`src/rtl/conv1d_window_buf.sv`:
```
// rtl/conv1d_window_buf.sv - streaming sliding-window assembler with implicit zero padding
//
// Accepts one sample per in_valid/in_ready handshake into an N_REG-deep shift
// register and presents a full window in parallel each time a stride-aligned
// window (including PAD zeros on both frame edges) is complete.
//
// Ports:
//   clk, rst      clock; asynchronous active-high reset
//   in_data       input sample (WIDTH bits)
//   in_valid      in_data valid
//   in_first      beat is the first sample of a frame
//   in_last       beat is the last sample of a frame
//   in_ready      block accepts a beat this cycle (FILL state only)
//   win_data      window, slot k at [k*WIDTH +: WIDTH], slot 0 oldest
//   win_valid     win_data valid, held stable until win_ready
//   win_last      current window is the frame's final window
//   win_ready     downstream consumes the window
//   frame_done    one-cycle pulse after the final window handshake
module conv1d_window_buf #(
    parameter int WIDTH   = 32,
    parameter int N_REG   = 31,
    parameter int STRIDE  = 2,
    parameter int PAD     = 15,
    parameter int MAX_LEN = 16384
) (
    input  logic                   clk,
    input  logic                   rst,
    input  logic [WIDTH-1:0]       in_data,
    input  logic                   in_valid,
    input  logic                   in_first,
    input  logic                   in_last,
    output logic                   in_ready,
    output logic [N_REG*WIDTH-1:0] win_data,
    output logic                   win_valid,
    output logic                   win_last,
    input  logic                   win_ready,
    output logic                   frame_done
);

    localparam int CW = $clog2(MAX_LEN + N_REG + 1);

    // First window is complete once N_REG-PAD real samples have been shifted in
    localparam logic [CW-1:0] EMIT_START = CW'(N_REG - PAD);
    localparam logic [CW-1:0] STRIDE_C   = CW'(STRIDE);

    localparam logic [1:0] S_FILL  = 2'd0;
    localparam logic [1:0] S_FLUSH = 2'd1;
    localparam logic [1:0] S_EMIT  = 2'd2;

    logic [1:0]       state;
    logic [WIDTH-1:0] slots [N_REG];
    logic [CW-1:0]    sh_cnt;
    logic [CW-1:0]    out_cnt;
    logic [CW-1:0]    len;
    logic             last_seen;
    logic             in_frame;
    logic             frame_done_q;

    logic             accept;
    logic             start;
    logic             shift_en;
    logic             frame_live;
    logic [CW-1:0]    sh_next;
    logic [CW-1:0]    flush_next;
    logic             final_win;

    function automatic logic emit_cond(input logic [CW-1:0] cnt);
        emit_cond = (cnt >= EMIT_START) &&
                    (((cnt - EMIT_START) % STRIDE_C) == '0);
    endfunction

    assign in_ready   = (state == S_FILL);
    assign accept     = in_valid & in_ready;
    assign start      = accept & in_first;
    assign shift_en   = accept | (state == S_FLUSH);

    // Beats that arrive without a preceding in_first only feed the shift
    // register; they never emit or trigger a flush.
    assign frame_live = start | in_frame;

    assign sh_next    = start ? CW'(1) : (sh_cnt + CW'(1));
    assign flush_next = sh_cnt + CW'(1);

    // Only meaningful once in_last has frozen the frame length.
    assign final_win  = last_seen &&
                        (CW'((out_cnt + CW'(1)) * STRIDE_C) == len);

    assign win_valid  = (state == S_EMIT);
    assign win_last   = (state == S_EMIT) & final_win;
    assign frame_done = frame_done_q;

    genvar g;
    generate
        for (g = 0; g < N_REG; g++) begin : g_pack
            assign win_data[g*WIDTH +: WIDTH] = slots[g];
        end
    endgenerate

    // Shift register: slot 0 oldest, slot N_REG-1 newest. A frame start wipes
    // history so the left padding reads as zeros; flush shifts zeros in to
    // provide the right padding.
    always_ff @(posedge clk or posedge rst) begin
        if (rst) begin
            for (int k = 0; k < N_REG; k++) begin
                slots[k] <= '0;
            end
        end else if (shift_en) begin
            for (int k = 0; k < N_REG - 1; k++) begin
                slots[k] <= start ? '0 : slots[k+1];
            end
            slots[N_REG-1] <= accept ? in_data : '0;
        end
    end

    always_ff @(posedge clk or posedge rst) begin
        if (rst) begin
            state        <= S_FILL;
            sh_cnt       <= '0;
            out_cnt      <= '0;
            len          <= '0;
            last_seen    <= 1'b0;
            in_frame     <= 1'b0;
            frame_done_q <= 1'b0;
        end else begin
            frame_done_q <= 1'b0;
            case (state)
                S_FILL: begin
                    if (accept) begin
                        sh_cnt <= sh_next;
                        if (in_first) begin
                            // Also aborts any frame in progress
                            out_cnt   <= '0;
                            len       <= CW'(1);
                            last_seen <= in_last;
                            in_frame  <= 1'b1;
                        end else if (in_frame) begin
                            len       <= len + CW'(1);
                            last_seen <= in_last;
                        end

                        if (frame_live && emit_cond(sh_next)) begin
                            state <= S_EMIT;
                        end else if (frame_live && in_last) begin
                            state <= S_FLUSH;
                        end
                    end
                end

                S_FLUSH: begin
                    sh_cnt <= flush_next;
                    if (emit_cond(flush_next)) begin
                        state <= S_EMIT;
                    end
                end

                S_EMIT: begin
                    if (win_ready) begin
                        out_cnt <= out_cnt + CW'(1);
                        if (final_win) begin
                            state        <= S_FILL;
                            frame_done_q <= 1'b1;
                            in_frame     <= 1'b0;
                        end else if (last_seen) begin
                            state <= S_FLUSH;
                        end else begin
                            state <= S_FILL;
                        end
                    end
                end

                default: begin
                    state <= S_FILL;
                end
            endcase
        end
    end

endmodule

```
`config.mk`:
```
export PLATFORM = sky130hd
export DESIGN_NAME = conv1d_window_buf
export DESIGN_NICKNAME = d
export VERILOG_FILES = /design/src/rtl/conv1d_window_buf.sv
export SDC_FILE = /design/constraint.sdc
export NUM_CORES = 2
export LEC_CHECK = 0
export ABC_CLOCK_PERIOD_IN_PS = 42300
export BUFFER_PORTS_ARGS = -buffer_cell sky130_fd_sc_hd__buf_2
export CAP_MARGIN = 10
export CORE_AREA = 2 2 398 400
export CTS_CLUSTER_DIAMETER = 80
export DETAILED_ROUTE_END_ITERATION = 8
export DIE_AREA = 0 0 400 402
export PLACE_DENSITY = 0.52
export SLEW_MARGIN = 20
export SYNTH_ARGS = -nofsm -noshare
export SYNTH_HDL_FRONTEND = slang
export SYNTH_SLANG_ARGS = --single-unit
```
`constraint.sdc`:
```
create_clock -name clk -period 42.3 [get_ports clk]
set_clock_uncertainty 0.1 [all_clocks]
set_input_delay 4.23 -clock clk [delete_from_list [all_inputs] [get_ports clk]]
set_output_delay 4.23 -clock clk [all_outputs]
set_load 0.01 [all_outputs]
```
==> metrics.csv <==
metric;value;unit
critical_path_peak_fanout;226;
cts_tree;yes;
n_fill_cell;15875;
tightestPinTransition;1.15;ns
reg2regPathDepth;8;
placed_area;0.0447;mm²
dpl.hpwl;104000;µm
fin_crit_sh;0.236;
cp.arrival;10.56;ns
numClockSinks;1041;
crit_type;primary input to flop;
firstDrtPassIters;7;
initial_core_util;0.239;
power_leakage;25.9;nW
die_width;400;µm
hp-class;flop to flop;
critPathLaunch;in_valid;
grt_usage;0.172;
postSynthAreaPerCell;14.6;µm²
period_minus_slack;10.0;ns
core;0.157;mm²
drt_iter0_drc;2375;
synth_ff_type;dfrtp_1;
p_per_area;83.2;mW/mm²
fp-row-count;146;
relSlewSlack;0.236;
start_kind;primary input;
worstHoldStart;win_data[349];
setup_viol;0;
synth-async-reset-ratio;1.00;
fin_area;0.0486;mm²
finalWirelength;144000;µm
syn_area;0.0375;mm²
ir_drop;52.5;µV
synthMuxAreaShare;0.000868;
switchingPower;0.00166;W
clockRootBuffer;clkbuf_16;
clk_latency;0.76;ns
end_kind;flop;
vias_per_cell;4.84;
r2r-end;win_data[426];
grt_pass1_vias;26944;
drc;0;
cts_inserted_buffers;111;
drv_slew;0;
synth_adder_area_share;0.00100;
status;completed;
dieHeight;402;µm
clk_pin_slew;0.06;ns
swShare;0.409;
io_buffers;1033;
io_pins;1034;
reg2reg_slack;35.55;ns
pwr-share-clk;0.255;
syn_inst;2576;
antenna_found_initial;14;
vias;27529;
wl_per_cell;25.4;µm
required;42.86;ns
synth-edff-count;0;
postCtsResizedCells;0;
place_congestion;0.872;
synth_simple_gate_area_frac;0.0216;
maxCapViolations;0;
syn-num-nets;2617;
grt_max_degree;227;
ys_ff_latch;1041;
tns;0;ns
syn_to_final_growth;29.7;%
seq_area_frac_synth;0.695;
synth_compound_area_frac;0.249;
combPwrFrac;0.324;
finalHoldViolations;0;
r2r_start;state[0];
critPathCapture;win_data[426];
power_frac_seq;0.421;
p_int;0.00239;W
cts.path.max_buffers;3;
layout-drive-gt1-share;0.353;
synth_cell_type_count;57;
ys_warn_count;0;
ctsHoldBuffers;0;
post-cts-setup-buffers;0;
nets;3555;
rsz0062_at_grt;no;
grt_pass1_wl;204000;µm
overflow;0;
final_util;0.309;
fmax;100;MHz
synth_top_family_by_area;compound AO/OA/AOI/OAI gates;
drtAntennaViolNets;0;
h-tree-depth;3;
synth-xor-area-share;0.00584;
die_area;0.161;mm²
==> cells in the mapped netlist (2+ instances only) <==
library cell     n  area [µm²]
nand2b_1         2        12.5
nand2_1         32         120
a31oi_1          9        56.3
mux2_2           2        22.5
or3_1            7        43.8
and3_1           4        25.0
dfrtp_1       1041       26000
o22ai_1          3        18.8
nand4_1          8        50.1
or2_2            4        25.0
o21ai_1          2        10.0
o41ai_1          3        26.3
a22o_1         995        8710
a21oi_1         11        55.1
a21o_1           2        15.0
clkbuf_1       171         642
nor2_1          40         150
o21a_1           2        15.0
nor3_1          12        60.1
and2_1           4        25.0
a311oi_1         2        17.5
and4b_1          2        20.0
o21ai_0         49         245
and4_1           2        17.5
buf_2           48         240
nor2b_1          5        31.3
nor4_1           7        43.8
inv_1            8        30.0
ha_1             3        37.5
nand3_1         15        75.1
xor2_1           8        70.1
xnor2_1         17         149
buf_1           23        86.3
o31ai_1         10        75.1
==> power by group through the flow <==
stage	sequential [W]	clock, W	combinational, W
2_1_floorplan	0.00170	0	0.000612
3_3_place_gp	0.00172	0	0.00131
3_5_place_dp	0.00173	0	0.00132
4_1_cts	0.00171	0.00106	0.00132
5_1_grt	0.00175	0.00110	0.00141
6_report	0.00170	0.00103	0.00131
==> final cells by class <==
class / count / area [µm²] / share of cell area
clock inverter: 40 / 602 / 0.0124
multi-input combinational: 1284 / 10500 / 0.215
antenna: 5 / 12.5 / 0.000257
inverter: 8 / 37.5 / 0.000772
tap: 2072 / 2590 / 0.0533
clock buffer: 165 / 3340 / 0.0687
timing repair buffer: 1068 / 5510 / 0.113
sequential: 1041 / 26100 / 0.536
==> metrics by stage <==
stage | cells | setup slack (ns) | hold slack, ns | power (W)
6_report | 5683 | 32.30 | 0.377 | 0.00404
5_1_grt | 5680 | 31.93 | 0.392 | 0.00425
4_1_cts | 5678 | 32.58 | 0.372 | 0.00409
3_5_place_dp | 5473 | 31.72 | 0.386 | 0.00304
3_3_place_gp | 5473 | 31.79 | 0.383 | 0.00304
2_1_floorplan | 2576 | 8.67 | 0.371 | 0.00231
==> layer usage <==
metal / GRT usage / vias up / wire length, µm
li1: - / 11911 / -
met1: 0.201 / 14456 / 55500
met2: 0.290 / 960 / 71400
met3: 0.0567 / 192 / 12200
met4: 0.0629 / 10 / 5020
met5: 0 / - / 77
==> worst max-delay path, stage by stage <==
cell     delay [ns]
buf_2          0.15
nor2b_1        0.24
nor2_1         0.10
nor2_4         0.78
buf_4          0.86
buf_12         0.71
buf_4          0.93
buf_4          0.89
buf_4          0.91
a22o_1         0.25
==> state kept, by name, summed over array words and instances, names as in the netlist <==
signal / cells
out_cnt: 14
state: 2
last_seen: 1
in_frame: 1
len: 15
sh_cnt: 15
win_data: 992
frame_done: 1
==> kinds of logic (layout without fill, tap and decap cells) <==
group | Yosys count | count (layout)
compound gates | 1099 | 1099
flops | 1041 | 1041
buf+inv | 251 | 1281
simple gates | 154 | 154
xor+xnor | 25 | 25
fa+ha+maj | 3 | 3
mux | 3 | 3
other cells | 0 | 5
==> cells in the final DEF (no fill, tap or decap), types with 15 or more instances in the layout <==
cell | synthesis | routed
o21ai_0 | 49 | 48
buf_2 | 48 | 1033
nor2_1 | 40 | 39
clkbuf_16 | 0 | 111
dfrtp_1 | 1041 | 1041
nand2_1 | 32 | 32
a22o_1 | 995 | 995
clkbuf_1 | 171 | 18
clkbuf_8 | 0 | 36
clkinv_2 | 0 | 15
buf_4 | 0 | 29
xnor2_1 | 17 | 17
nand3_1 | 15 | 15
==> worst min path at each step <==
stage / endpoint / slack [ns] / depth (start not counted)
2_1_floorplan: in_frame / 0.37 / 1
3_3_place_gp: win_data[2] / 0.38 / 1
3_5_place_dp: win_data[4] / 0.39 / 1
4_1_cts: win_data[857] / 0.37 / 1
5_1_grt: win_data[883] / 0.39 / 1
6_report: win_data[317] / 0.38 / 1
Note: power is estimated with default switching activity, not from simulation.
